File: config.mk
export PLATFORM = sky130hd
export DESIGN_NAME = sa_skew_feeder_flat
export DESIGN_NICKNAME = d
export VERILOG_FILES = /design/src/rtl/sa_pkg.sv /design/src/rtl/sa_skew_feeder_if.sv /design/src/rtl/sa_skew_feeder_skew_line.sv /design/src/rtl/sa_skew_feeder.sv /design/src/flat_wrapper.sv
export SDC_FILE = /design/constraint.sdc
export NUM_CORES = 2
export LEC_CHECK = 0
export ABC_AREA = 1
export BUFFER_PORTS_ARGS = -buffer_cell sky130_fd_sc_hd__buf_4
export CORE_UTILIZATION = 59
export DETAILED_ROUTE_END_ITERATION = 12
export PLACE_DENSITY = 0.76
export SLEW_MARGIN = 20
export SYNTH_ARGS = -nofsm -noshare
export SYNTH_HDL_FRONTEND = slang
export SYNTH_SLANG_ARGS = --single-unit
File: constraint.sdc
create_clock -name clk -period 1.95 [get_ports clk]
set_clock_uncertainty 0.1 [all_clocks]
set_input_delay 0.0975 -clock clk [delete_from_list [all_inputs] [get_ports clk]]
set_output_delay 0.0975 -clock clk [all_outputs]
set_load 0.01 [all_outputs]
File: src/rtl/sa_pkg.sv
// Shared types and helpers for the systolic-array feeder and its neighbours.
package sa_pkg;

    // Default lane width used when a block does not override W.
    localparam int unsigned W_DEFAULT = 8;

    typedef logic [W_DEFAULT-1:0] lane_t;

    typedef enum logic [1:0] {
        IDLE  = 2'd0,
        LOAD  = 2'd1,
        DRAIN = 2'd2,
        DONE  = 2'd3
    } feeder_state_t;

    // Zero-injection cycles after the last beat: a value entering the west or
    // north edge needs up to 2N cycles to reach the far-corner PE.
    function automatic int unsigned drain_cycles(input int unsigned n);
        return 2 * n;
    endfunction

endpackage

File: src/rtl/sa_skew_feeder_if.sv
// Beat input stream of the skew feeder: one column of A and one row of B.
// Handshake: a beat transfers on a rising clock edge where in_valid and
// in_ready are both high; in_ready never depends combinationally on in_valid,
// and the master holds in_a/in_b stable while in_valid is high.
interface sa_skew_feeder_if #(
    parameter int N = 32,
    parameter int W = 8
) ();
    logic                in_valid;
    logic                in_ready;
    logic [N-1:0][W-1:0] in_a;
    logic [N-1:0][W-1:0] in_b;

    modport master (output in_valid, output in_a, output in_b, input in_ready);
    modport slave  (input in_valid, input in_a, input in_b, output in_ready);
endinterface

File: src/rtl/sa_skew_feeder_skew_line.sv
// Reset-cleared shift chain of DEPTH registers; output is the value that
// entered DEPTH edges ago.
module skew_line #(
    parameter int W     = 8,
    parameter int DEPTH = 1
) (
    input  logic         clk,
    input  logic         rst,
    input  logic [W-1:0] din_i,
    output logic [W-1:0] dout_o
);
    logic [DEPTH-1:0][W-1:0] chain_q;

    // Shift every cycle, unconditionally; stage 0 takes the new value.
    always_ff @(posedge clk or negedge rst) begin
        if (!rst) begin
            chain_q <= '0;
        end else begin
            chain_q[0] <= din_i;
            for (int k = 1; k < DEPTH; k++) begin
                chain_q[k] <= chain_q[k-1];
            end
        end
    end

    assign dout_o = chain_q[DEPTH-1];
endmodule

File: src/rtl/sa_skew_feeder.sv
// Feeder for the N x N systolic array: accepts K beats, skews lane i by i
// cycles onto the west/north edges, drains zeros for 2N cycles, pulses done.
module sa_skew_feeder
    import sa_pkg::*;
#(
    parameter int N = 32,
    parameter int W = int'(W_DEFAULT),
    parameter int K = N
) (
    input  logic                clk,
    input  logic                rst,
    input  logic                start,
    sa_skew_feeder_if.slave     in_if,
    output logic [N-1:0][W-1:0] a_out,
    output logic [N-1:0][W-1:0] b_out,
    output logic                clear_acc,
    output logic                busy,
    output logic                done,
    output feeder_state_t       dbg_state
);
    localparam int DRAIN_LEN = int'(drain_cycles(N));
    localparam int BEAT_W    = $clog2(K + 1);
    localparam int DRAIN_W   = $clog2(DRAIN_LEN + 1);

    feeder_state_t       state_q;
    logic [BEAT_W-1:0]   beat_cnt_q;
    logic [BEAT_W-1:0]   beat_cnt_d;
    logic [DRAIN_W-1:0]  drain_cnt_q;
    logic [DRAIN_W-1:0]  drain_cnt_d;
    logic                in_ready_q;
    logic                clear_acc_q;
    logic                busy_q;
    logic                done_q;
    logic                accept;
    logic                last_beat;
    logic [N-1:0][W-1:0] inj_a;
    logic [N-1:0][W-1:0] inj_b;

    assign accept      = in_if.in_valid && in_ready_q;
    assign beat_cnt_d  = beat_cnt_q + BEAT_W'(1);
    assign last_beat   = (beat_cnt_q == BEAT_W'(K - 1));
    assign drain_cnt_d = drain_cnt_q + DRAIN_W'(1);

    // Only an accepted beat enters the skew lines; every other cycle is zero.
    always_comb begin
        inj_a = '0;
        inj_b = '0;
        if (accept) begin
            inj_a = in_if.in_a;
            inj_b = in_if.in_b;
        end
    end

    // Operation sequencing with registered handshake and status outputs.
    always_ff @(posedge clk or negedge rst) begin
        if (!rst) begin
            state_q     <= IDLE;
            beat_cnt_q  <= '0;
            drain_cnt_q <= '0;
            in_ready_q  <= 1'b0;
            clear_acc_q <= 1'b0;
            busy_q      <= 1'b0;
            done_q      <= 1'b0;
        end else begin
            clear_acc_q <= 1'b0;
            done_q      <= 1'b0;
            case (state_q)
                IDLE: begin
                    if (start) begin
                        state_q     <= LOAD;
                        beat_cnt_q  <= '0;
                        in_ready_q  <= 1'b1;
                        clear_acc_q <= 1'b1;
                        busy_q      <= 1'b1;
                    end
                end
                LOAD: begin
                    if (accept) begin
                        beat_cnt_q <= beat_cnt_d;
                        if (last_beat) begin
                            state_q     <= DRAIN;
                            drain_cnt_q <= '0;
                            in_ready_q  <= 1'b0;
                        end
                    end
                end
                DRAIN: begin
                    drain_cnt_q <= drain_cnt_d;
                    if (drain_cnt_d == DRAIN_W'(DRAIN_LEN)) begin
                        state_q <= DONE;
                        done_q  <= 1'b1;
                    end
                end
                DONE: begin
                    state_q <= IDLE;
                    busy_q  <= 1'b0;
                end
                default: begin
                    state_q <= IDLE;
                end
            endcase
        end
    end

    // Lane i of each edge is delayed by i+1 registers.
    for (genvar gi = 0; gi < N; gi++) begin : g_lane
        skew_line #(.W(W), .DEPTH(gi + 1)) u_skew_a (
            .clk    (clk),
            .rst    (rst),
            .din_i  (inj_a[gi]),
            .dout_o (a_out[gi])
        );
        skew_line #(.W(W), .DEPTH(gi + 1)) u_skew_b (
            .clk    (clk),
            .rst    (rst),
            .din_i  (inj_b[gi]),
            .dout_o (b_out[gi])
        );
    end

    assign in_if.in_ready = in_ready_q;
    assign clear_acc      = clear_acc_q;
    assign busy           = busy_q;
    assign done           = done_q;
    assign dbg_state      = state_q;
endmodule

File: src/flat_wrapper.sv
// flat-port wrapper written by rule: the top's interface ports become plain ports
module sa_skew_feeder_flat import sa_pkg::*;
#(
    parameter int N = 32,
    parameter int W = int'(W_DEFAULT),
    parameter int K = N
)
  (clk, rst, start, a_out, b_out, clear_acc, busy, done, dbg_state, in_if_in_valid, in_if_in_a, in_if_in_b, in_if_in_ready);
  sa_skew_feeder_if #(.N(N), .W(W)) in_if_i ();
  input  logic clk;
  input  logic rst;
  input  logic start;
  output logic [N-1:0][W-1:0] a_out;
  output logic [N-1:0][W-1:0] b_out;
  output logic clear_acc;
  output logic busy;
  output logic done;
  output feeder_state_t dbg_state;
  input wire logic [$bits(in_if_i.in_valid)-1:0] in_if_in_valid;
  input wire logic [$bits(in_if_i.in_a)-1:0] in_if_in_a;
  input wire logic [$bits(in_if_i.in_b)-1:0] in_if_in_b;
  output wire logic [$bits(in_if_i.in_ready)-1:0] in_if_in_ready;
  assign in_if_i.in_valid = in_if_in_valid;
  assign in_if_i.in_a = in_if_in_a;
  assign in_if_i.in_b = in_if_in_b;
  assign in_if_in_ready = in_if_i.in_ready;
  sa_skew_feeder #(.N(N), .W(W), .K(K)) u_core (.clk(clk), .rst(rst), .start(start), .in_if(in_if_i), .a_out(a_out), .b_out(b_out), .clear_acc(clear_acc), .busy(busy), .done(done), .dbg_state(dbg_state));
endmodule
==> flow_summary_export.csv, run 1 <==
group,metric,value,unit
run_status,status,"did not finish",
run_status,flow.stopped_at,"clock tree synthesis (4_1_cts)",
run_status,error,"[ERROR DPL-0033] detailed placement checks failed during check placement.",
synthesis,synth.net_count,10700,
clocking,cts_buffer_depth,4,
placement,place_ws,-0.00149,ns
floorplan,pin_count,1034,
synthesis,ys_types,23,
clocking,htree_num_levels,6,
synthesis,synth_edf_count,0,
floorplan,die_w,613,microns
clocking,postCtsSetupRepairBufs,4,
synthesis,postSynth.asyncResetShare,100,%
synthesis,syn-cell-area,220000,sq um
clocking,cts.sinks,8467,
floorplan,rows,223,
placement,dpl.hpwl,249,mm
clocking,ctsResizeCount,114,
floorplan,die_h,613,microns
synthesis,ys_seq_area_share,96.2,%
floorplan,start_util,59.5,%
clocking,cts_made_buffers,746,
placement,place_congestion,0.840,
synthesis,ys.warnings.count,0,
synthesis,ys_ff_latch,8467,
clocking,ctsHoldBuffers,1058,
placement,io_buffers,1033,
synthesis,synth_cells,10200,
clocking,ctsRootBufferMaster,"clkbuf_16",
synthesis,syn_avg_cell_area,21.7,sq um
synthesis,synthFlopType,"dfrtp_1",
-- cells in the mapped netlist (2+ instances only) --
library cell,count,area (sq um)
nor3_2,2,20.0
nand4_1,2,12.5
o21ai_0,12,60.1
o22ai_1,4,25.0
clkbuf_1,56,210
nor2_2,3,18.8
nor2_1,522,1960
inv_1,534,2000
buf_4,497,3730
nand2_1,31,116
nand3_1,8,40.0
a21oi_1,2,10.0
ha_1,6,75.1
nor3_1,2,10.0
dfrtp_1,8467,212000
-- per-stage QoR --
stage / TNS, ns / hold slack [ns] / cells / cell area [sq um] / util [%]
after floorplan: 0 / -0.298 / 10200 / 220000 / -
after global placement: 0 / -0.124 / 15900 / 234000 / 63.2
after detailed placement: -0.00149 / -0.124 / 15900 / 234000 / 63.2
-- cells by family after synthesis --
logic type	after synthesis	share of synthesized area [%]
DFF	8467	96.2
adders and majority gates	6	0.0341
buffers and inverters	1088	2.70
AOI/OAI and AO/OA	22	0.0614
and+or+nand+nor	572	0.996
xor gates and xnor gates	1	0.00398
==> inputs of run 2 (changes only) <==
--- a/config.mk
+++ b/config.mk
@@ -7,9 +7,9 @@
 export LEC_CHECK = 0
 export ABC_AREA = 1
 export BUFFER_PORTS_ARGS = -buffer_cell sky130_fd_sc_hd__buf_4
-export CORE_UTILIZATION = 59
+export CORE_UTILIZATION = 40
 export DETAILED_ROUTE_END_ITERATION = 12
-export PLACE_DENSITY = 0.76
+export PLACE_DENSITY_LB_ADDON = 0.15
 export SLEW_MARGIN = 20
 export SYNTH_ARGS = -nofsm -noshare
 export SYNTH_HDL_FRONTEND = slang
==> run 2 against run 1 <==
The flow now finishes without violations. Synthesized cell count unchanged. Area after synthesis did not move.
==> flow_summary_export.csv, run 2 <==
group,metric,value,unit
run_status,status,"complete, no violations",
setup_path,critPathMaxStageDelay,0.49,ns
drt,drt_iter0_drc,4155,
setup_path,crit_slowest_cell,"dfrtp_2",
drt,via_per_inst,3.95,
floorplan,rows,272,
clocking,clk_latency,1.10,ns
sta,period_needed,1.92,ns
placement,place_congestion,0.781,
synthesis,ys_types,23,
synthesis,syn_avg_cell_area,21.7,sq um
cells_and_area,drive_gt1_share,20.1,%
setup_path,crit_family,"flip-flops",
power,fin_total_pwr,383,mW
cells_and_area,final_util,50.7,%
drt,firstDrtPassIters,5,
clocking,cts_made_buffers,809,
cells_and_area,fin_cells,20800,
drt,finalWirelength,328,mm
synthesis,synthTopCellsByArea,"dfrtp_1, buf_4, inv_1",
cells_and_area,final_net_count,13400,
drt,drc,0,
global_route,grt_start_max_net_pins,129,
floorplan,die_h,744,microns
drt,drtAntennaViolNets,0,
flow_run,max_cap_violations,0,
clocking,clk_pin_slew,0.06,ns
clocking,ctsRootBufferMaster,"clkbuf_16",
drt,wl_per_cell,15.7,microns
power,p_per_area,1380,nW/um^2
cells_and_area,reg_top3,"u_core.g_lane.u_skew_a.chain_q: 3968 flops, u_core.g_lane.u_skew_b.chain_q: 3968 flops",
global_route,antenna_found_initial,33,
setup_path,worstRegToRegCells,5,
setup_path,reg2reg_to,"u_core.g_lane[31].u_skew_b.chain_q[3]$_DFF_PN0_",
floorplan,core_area,549000,sq um
synthesis,synth.net_count,10700,
sta,fmax,520,MHz
synthesis,synth_top_cells_by_count,"dfrtp_1, inv_1, nor2_1",
floorplan,pin_count,1034,
power,p_leak,144,nW
cells_and_area,area_growth,26.2,%
setup_path,critPathCapture,"a_out[217]",
synthesis,ys.warnings.count,0,
clocking,cts_tree,"done",
setup_path,r2r_setup_slack,0.04,ns
clocking,htree_num_levels,6,
min_path,min_path_cells,0,
cells_and_area,stdcell_area,278000,sq um
floorplan,die-area,554000,sq um
setup_path,cp-end-kind,"output port",
cells_and_area,fillers,43600,
sta,finalSetupTns,0,ns
floorplan,die_w,744,microns
setup_path,required,1.75,ns
setup_path,start_kind,"flop",
placement,dp_cells,18200,
synthesis,synth_cells,10200,
synthesis,synthFlopType,"dfrtp_1",
sta,worst_pin_slew,0.656,ns
sta,finalSetupViolCount,0,
setup_path,crit_start,"u_core.g_lane[27].u_skew_a.dout_o[1]$_DFF_PN0_",
synthesis,ys_ff_latch,8467,
global_route,grt_pass1_wl,528,mm
synthesis,ys_seq_area_share,96.2,%
setup_path,crit_fanout,1,
setup_path,cp.arrival,1.73,ns
sta,fin_crit_sh,98.7,%
cells_and_area,layout.cells.most_common,"dfrtp_1",
synthesis,postSynth.asyncResetShare,100,%
sta,relSlewSlack,56.3,%
placement,dpl.hpwl,190,mm
setup_path,critical_path_buf_inv_count,1,
synthesis,synth_most_common_cell,"dfrtp_1",
synthesis,yosysTopAreaCellShare,96.2,%
clocking,cts.sinks,8467,
synthesis,synth_edf_count,0,
global_route,grt_usage,12.0,%
sta,rsz0062_at_grt,"true",
placement,place_ws,0.120,ns
setup_path,path_cells,"buf_6",
synthesis,syn-cell-area,220000,sq um
setup_path,cp_num_cells,1,
floorplan,start_util,40.1,%
setup_path,crit_type,"reg2out",
global_route,first_global_vias,95000,
sta,slew_violations,0,
placement,io_buffers,1033,
power,peakVddDrop,0.865,mV
setup_path,r2r_start,"u_core.in_if.in_ready$_DFFE_PN0P_",
drt,num_vias,82300,
cells_and_area,mostFrequentLayoutCells,"dfrtp_1, dlygate4sd3_1, buf_4",
global_route,overflow,0,
synthesis,yosys.area.top_type,"dfrtp_1",
clocking,cts_buffer_depth,4,
sta,finalHoldViolations,0,
sta,worst_slack,0.0263,ns
sta,hold_slack,0.194,ns
placement,placed_area,237000,sq um
min_path,min_path_type,"reg2reg",
## run 2: timing repair
action	4_1_cts	5_1_grt
hold endpoints to repair	8997	0
buffers inserted	3	3
pin swaps	0	1
hold buffers	1129	0
endpoints found under the setup margin	291	153
cloned	0	2
gates resized for setup	330	37
## run 2: layout make-up
type	count	area [sq um]	share of cell area (%)
Sequential cell	8467	212000	76.2
Timing Repair Buffer	2498	24600	8.84
Clock buffer	1188	23800	8.55
Tap cell	7261	9080	3.27
Clock inverter	275	4130	1.49
Multi-Input combinational cell	601	2480	0.893
Inverter	535	2010	0.722
Antenna cell	10	25.0	0.00900
## run 2: cells by family (layout without fill, tap and decap cells)
family	Yosys count	after routing	share of synthesized area, %
buffers and inverters	1088	4496	2.70
adders and majority gates	6	6	0.0341
DFF	8467	8467	96.2
and+or+nand+nor	572	572	0.996
xor gates and xnor gates	1	1	0.00398
other	0	10	0
AOI/OAI and AO/OA	22	22	0.0614
## run 2: worst min path at each step
| stage | startpoint | to | slack [ns] |
|---|---|---|---|
| CTS | in_if_in_a[26] | u_core.g_lane[3].u_skew_a.chain_q[2]$_DFF_PN0_ | 0.02 |
| floorplan | rst | u_core.beat_cnt_q[0]$_DFFE_PN0P_ | -0.30 |
| detailed placement | rst | u_core.g_lane[15].u_skew_a.chain_q[118]$_DFF_PN0_ | -0.06 |
| global route | in_if_in_a[20] | u_core.g_lane[2].u_skew_a.chain_q[4]$_DFF_PN0_ | 0.12 |
| finish | u_core.g_lane[30].u_skew_b.chain_q[136]$_DFF_PN0_ | u_core.g_lane[30].u_skew_b.chain_q[144]$_DFF_PN0_ | 0.19 |
| global placement | rst | u_core.g_lane[15].u_skew_a.dout_o[6]$_DFF_PN0_ | -0.06 |
## run 2: layer usage
metal	GRT usage, %	vias up	share of wire, %
met4	3.98	24	3.2
met5	0	-	0.052
met3	3.24	778	5.6
li1	-	35900	-
met1	15.8	44000	42
met2	19.6	1628	49
## run 2: power by group
group / internal, mW / switching, mW
logic: 7.02 / 8.71
clock network: 93.3 / 64.2
registers: 202 / 8.01
Power figures use the tool's default switching activity.
